===== src/rtl/clock_domain_export_fifo.sv =====
// Source-side CDC exporter: queues words in a small FIFO and launches them one at a time
// over a four-phase or two-phase (toggle) valid/ack handshake to the destination domain.
module clock_domain_export_fifo #(
   parameter int unsigned SIZE        = 8,
   parameter int unsigned DEPTH       = 4,
   parameter int unsigned SYNC_STAGES = 2,
   parameter int unsigned TOGGLE      = 0
) (
   input  logic                   clk,
   input  logic                   rst,
   input  logic [SIZE-1:0]        data,
   input  logic                   stb,
   output logic                   busy,
   output logic [$clog2(DEPTH):0] level,
   output logic                   overflow,
   output logic                   sent,
   output logic [SIZE-1:0]        handshake_data,
   output logic                   handshake_valid,
   input  logic                   handshake_ack
);

   localparam int unsigned PtrW = $clog2(DEPTH);
   localparam int unsigned LvlW = PtrW + 1;

   typedef enum logic [1:0] {StIdle, StWaitAck, StWaitRelease} state_e;

   logic [SIZE-1:0]        r_mem [DEPTH];
   logic [PtrW-1:0]        r_wr_ptr;
   logic [PtrW-1:0]        r_rd_ptr;
   logic [LvlW-1:0]        r_level;
   logic                   r_overflow;
   logic [SYNC_STAGES-1:0] r_sync;
   state_e                 r_state;
   logic                   r_valid;
   logic [SIZE-1:0]        r_data;
   logic                   r_sent;

   logic                   w_full;
   logic                   w_push;
   logic                   w_pop;
   logic                   w_ack_s;
   state_e                 w_state_next;
   logic                   w_valid_d;
   logic [SIZE-1:0]        w_data_d;
   logic                   w_sent_d;

   // Full is decided on the registered level only, so a push at full is dropped even when
   // the launcher pops on the same edge.
   assign w_full = (r_level == LvlW'(DEPTH));
   assign w_push = stb && !w_full;

   always_ff @(posedge clk) begin
      if (rst) begin
         r_wr_ptr   <= '0;
         r_rd_ptr   <= '0;
         r_level    <= '0;
         r_overflow <= 1'b0;
      end else begin
         if (w_push) begin
            r_wr_ptr <= r_wr_ptr + PtrW'(1);
         end
         if (w_pop) begin
            r_rd_ptr <= r_rd_ptr + PtrW'(1);
         end
         case ({w_push, w_pop})
            2'b10:   r_level <= r_level + LvlW'(1);
            2'b01:   r_level <= r_level - LvlW'(1);
            default: r_level <= r_level;
         endcase
         r_overflow <= stb && w_full;
      end
   end

   always_ff @(posedge clk) begin
      if (w_push) begin
         r_mem[r_wr_ptr] <= data;
      end
   end

   always_ff @(posedge clk) begin
      if (rst) begin
         r_sync <= '0;
      end else begin
         r_sync <= {r_sync[SYNC_STAGES-2:0], handshake_ack};
      end
   end

   assign w_ack_s = r_sync[SYNC_STAGES-1];

   always_ff @(posedge clk) begin
      if (rst) begin
         r_state <= StIdle;
      end else begin
         r_state <= w_state_next;
      end
   end

   always_comb begin
      w_state_next = r_state;
      case (r_state)
         StIdle: begin
            if (r_level != '0) begin
               w_state_next = StWaitAck;
            end
         end
         StWaitAck: begin
            if (TOGGLE != 0) begin
               // Two-phase: the ack catching up with valid is the completion event.
               if (w_ack_s == r_valid) begin
                  w_state_next = StIdle;
               end
            end else if (w_ack_s) begin
               w_state_next = StWaitRelease;
            end
         end
         StWaitRelease: begin
            if (!w_ack_s) begin
               w_state_next = StIdle;
            end
         end
         default: w_state_next = StIdle;
      endcase
   end

   always_comb begin
      w_pop     = 1'b0;
      w_valid_d = r_valid;
      w_data_d  = r_data;
      w_sent_d  = 1'b0;
      case (r_state)
         StIdle: begin
            if (r_level != '0) begin
               w_pop     = 1'b1;
               w_data_d  = r_mem[r_rd_ptr];
               w_valid_d = (TOGGLE != 0) ? ~r_valid : 1'b1;
            end
         end
         StWaitAck: begin
            if (TOGGLE != 0) begin
               if (w_ack_s == r_valid) begin
                  w_sent_d = 1'b1;
               end
            end else if (w_ack_s) begin
               w_valid_d = 1'b0;
               w_sent_d  = 1'b1;
            end
         end
         default: begin
         end
      endcase
   end

   always_ff @(posedge clk) begin
      if (rst) begin
         r_valid <= 1'b0;
         r_data  <= '0;
         r_sent  <= 1'b0;
      end else begin
         r_valid <= w_valid_d;
         r_data  <= w_data_d;
         r_sent  <= w_sent_d;
      end
   end

   assign busy            = w_full;
   assign level           = r_level;
   assign overflow        = r_overflow;
   assign sent            = r_sent;
   assign handshake_data  = r_data;
   assign handshake_valid = r_valid;

endmodule


===== config.mk =====
export PLATFORM = sky130hd
export DESIGN_NAME = clock_domain_export_fifo
export DESIGN_NICKNAME = d
export VERILOG_FILES = /design/src/rtl/clock_domain_export_fifo.sv
export SDC_FILE = /design/constraint.sdc
export NUM_CORES = 1
export LEC_CHECK = 0
export ABC_AREA = 1
export CAP_MARGIN = 20
export CORE_MARGIN = 2
export CORE_UTILIZATION = 42
export CTS_CLUSTER_SIZE = 24
export DETAILED_ROUTE_END_ITERATION = 8
export DONT_BUFFER_PORTS = 1
export HOLD_SLACK_MARGIN = 0.06
export MAX_ROUTING_LAYER = met4
export PLACE_DENSITY = 0.63
export SLEW_MARGIN = 30
export SYNTH_ARGS = -nofsm -noshare
export SYNTH_HDL_FRONTEND = slang
export SYNTH_SLANG_ARGS = --single-unit

===== constraint.sdc =====
create_clock -name clk -period 1.7 [get_ports clk]
set_input_delay 0.425 -clock clk [delete_from_list [all_inputs] [get_ports clk]]
set_output_delay 0.425 -clock clk [all_outputs]
set_load 0.01 [all_outputs]

==> summary.json <==
{
  "initial_core_util": 0.442,
  "vias_per_cell": 4.32,
  "grt.total_usage": 0.147,
  "worst_setup_path_start_kind": "flip-flop",
  "nFillCells": 539,
  "number_of_detailed_routing_iterations_run_before_antenna_repair": 4,
  "seq_area_frac_synth": 0.569,
  "clock-root-buffer": "clkbuf_8",
  "antenna_found_initial": 0,
  "fin_nets": 300,
  "worst_skew_late_latency_ns": 0.31,
  "synth.yosys.warnings": 0,
  "maxCapViolations": 0,
  "timing.critical_path.required_ns": 1.27,
  "worst-r2r-setup-slack_ns": 0.09,
  "final_util": 0.493,
  "gp_congestion": 0.736,
  "dp_slack_ns": 0.0204,
  "worst_hold_path.endpoint": "r_rd_ptr[1]",
  "cts-hold-fix-buffers": 0,
  "syn2layout_area_growth_pct": 11.6,
  "worst-slew-pin-transition_ns": 0.233,
  "detail_route.drc_violations": 0,
  "layout.area.seq_um2": 1410,
  "antenna_left": 0,
  "reg2reg_to": "level[2]",
  "routed_wl_mm": 4.28,
  "dieArea_um2": 6490,
  "power.switching_fraction": 0.358,
  "first_iter_violations": 61,
  "power.density_cell_area_nw_per_um2": 1510,
  "final-max-slew-violation-count": 0,
  "design.core.area_um2": 5570,
  "post_synth_xor_area_fraction": 0,
  "mux_contribution_to_synthesized_area": 0,
  "global_route.overflow_total": 0,
  "syn_area_um2": 2460,
  "place.detailed.hpwl_mm": 2.87,
  "synth_adder_area_share": 0.0335,
  "final.min_clock_period_ns": 1.62,
  "synth-seq-cells": 54,
  "timing.critical_path.to_type": "output port",
  "first_global_vias": 1383,
  "syn_area_per_cell_um2": 9.26,
  "syn_nets": 284,
  "final_worst_path_setup_slack_ns": 0.0778,
  "timing.hold.worst_path_depth": 1,
  "layout_worst_path_cycle_share": 0.954,
  "cts_tree": "built",
  "cells_after_synth": 266,
  "internal_power_uw": 2660,
  "clock-skew-final_ns": 0.0107,
  "fin_area_um2": 2750,
  "worstHoldPathType": "primary input to flip-flop",
  "worst_r2r_path_depth": 11,
  "max_clock_freq_ghz": 0.616,
  "outcome": "completed",
  "worst_ir_drop_vdd_uv": 573,
  "die_width_um": 80.6,
  "grt_start_max_net_pins": 21,
  "wire_length_of_the_first_global_routing_pass_mm": 6.80,
  "antenna_cells_inserted": 0,
  "numClockSinks": 54,
  "placementRows": 27,
  "critical_path_arrival_ns": 1.20,
  "clock_power_share": 0.204,
  "io_buffers": 0,
  "critPathKind": "flip-flop to output port",
  "rsz_0062_raised_after_global_routing": "true",
  "power_frac_comb": 0.366,
  "fraction_of_final_layout_cells_sized_beyond_drive_strength_1": 0.226,
  "post_drt_wl_per_cell_um": 12.0,
  "boundaryPins": 27,
  "numCtsBuffers": 5,
  "switching_power_uw": 1480,
  "timing.slew.headroom": 0.845,
  "cts.htree.levels": 2,
  "synth-compound-area-share": 0.0239,
  "largest_family_of_logic_cells_by_synthesized_area": "simple AND/OR/NAND/NOR gates",
  "clockBufferDepth": 2,
  "power.static_leakage_uw": 0.00128,
  "postPlaceCellArea_um2": 2570,
  "synth_simple_gate_area_frac": 0.239,
  "power.sequential.fraction": 0.430,
  "timing.critical_path.fanout_max": 4,
  "timing.rr.start": "level[1]",
  "dp_cells": 343,
  "finalNonFillerCells": 355,
  "route.vias.total": 1534,
  "path_clk_slew_ns": 0.10,
  "setup_viol_count_final": 0,
  "synth_cell_types": 21,
  "hold_path.startpoint": "rst",
  "report.final.hold_viol_count": 0,
  "multi_input_area_um2": 768,
  "die_height_um": 80.6
}
power groups by stage:
stage                     Sequential [µW]  Combinational [µW]  Clock (µW)
after floorplan                      1780                1210           0
after global placement               1790                1400           0
after detailed placement             1800                1410           0
after CTS                            1770                1420         875
after global routing                 1810                1730         921
final                                1780                1520         846
critical path, cell delays in order, from the launching register on:
cell and delay, ns:
dfxtp_2 0.35, nor2_4 0.13, nand2_2 0.09, buf_4 0.13, buf_4 0.13, inv_2 0.06
metal layers:
metal / vias to the layer above / share of wire / GRT usage
met1: 675 / 0.47 / 0.188
met2: 25 / 0.46 / 0.220
li1: 829 / - / -
met4: 0 / 0.018 / 0.0559
met3: 5 / 0.051 / 0.0427
met5: - / 0 / -
how the worst max path moves through the flow:
stage               depth (start not counted)     start  slack [ns]       end
floorplan                                  12  level[0]        0.01  level[2]
global placement                           13  level[2]        0.07  level[2]
detailed placement                         13  level[2]        0.02  level[2]
CTS                                        13  level[2]       0.008  level[2]
global route                               12  level[1]       -0.03  level[2]
finish                                      5  level[1]        0.08      busy
sequential cells by signal, summed over array words and instances, names as in the netlist:
signal           cells
handshake_data       8
handshake_valid      1
level                3
overflow             1
r_mem               32
r_rd_ptr             2
r_state              2
r_sync               2
r_wr_ptr             2
sent                 1
kinds of logic after synthesis:
group,after synthesis
adder cells (fa/ha/maj),6
AO/OA/AOI/OAI,11
flip-flops,54
AND/OR/NAND/NOR,126
buffers and inverters,69
timing repair:
| item | in CTS | in global routing |
|---|---|---|
| resized for setup | 0 | 15 |
| endpoints found under the setup margin | 0 | 1 |
| buffers inserted | 0 | 4 |
cell usage in the layout (no fill, tap or decap):
| master | Yosys | layout |
|---|---|---|
| a21oi_1 | 7 | 7 |
| a21oi_2 | 1 | 1 |
| buf_4 | 0 | 17 |
| bufinv_16 | 0 | 1 |
| bufinv_8 | 1 | 1 |
| clkbuf_1 | 0 | 2 |
| clkbuf_8 | 0 | 5 |
| dfxtp_1 | 22 | 18 |
| dfxtp_2 | 0 | 4 |
| edfxtp_1 | 32 | 32 |
| fa_2 | 0 | 1 |
| ha_1 | 5 | 4 |
| ha_4 | 0 | 1 |
| inv_1 | 57 | 54 |
| inv_2 | 2 | 5 |
| inv_8 | 1 | 1 |
| nand2_1 | 60 | 59 |
| nand2_2 | 13 | 13 |
| nand2_4 | 1 | 2 |
| nand3_1 | 12 | 11 |
| nand3_2 | 9 | 10 |
| nor2_1 | 29 | 29 |
| nor2_4 | 0 | 2 |
| o21ai_1 | 3 | 3 |
Yosys cell counts, drive strengths merged:
cell    number  area share
a21oi        8       0.018
buf          8       0.033
bufinv       1      0.0071
dfxtp       22        0.18
edfxtp      32        0.39
fa           1      0.0081
ha           5       0.025
inv         60       0.095
nand2       74        0.13
nand3       21       0.061
nor2        31       0.049
o21ai        3      0.0061
final cells by class:
class	instances	share of cell area
Multi-Input combinational cell	143	0.279
Tap cell	72	0.0328
Timing Repair Buffer	17	0.0464
Clock buffer	7	0.0278
Clock inverter	1	0.0109
Inverter	61	0.0910
Sequential cell	54	0.512
through the flow:
| stage | setup TNS, ns | power, µW | hold WS [ns] |
|---|---|---|---|
| 2_1_floorplan | 0 | 2990 | 0.388 |
| 3_3_place_gp | 0 | 3200 | 0.397 |
| 3_5_place_dp | 0 | 3220 | 0.409 |
| 4_1_cts | 0 | 4070 | 0.154 |
| 5_1_grt | -0.0306 | 4460 | 0.143 |
| 6_report | 0 | 4140 | 0.165 |
Power figures use the tool's default switching activity.
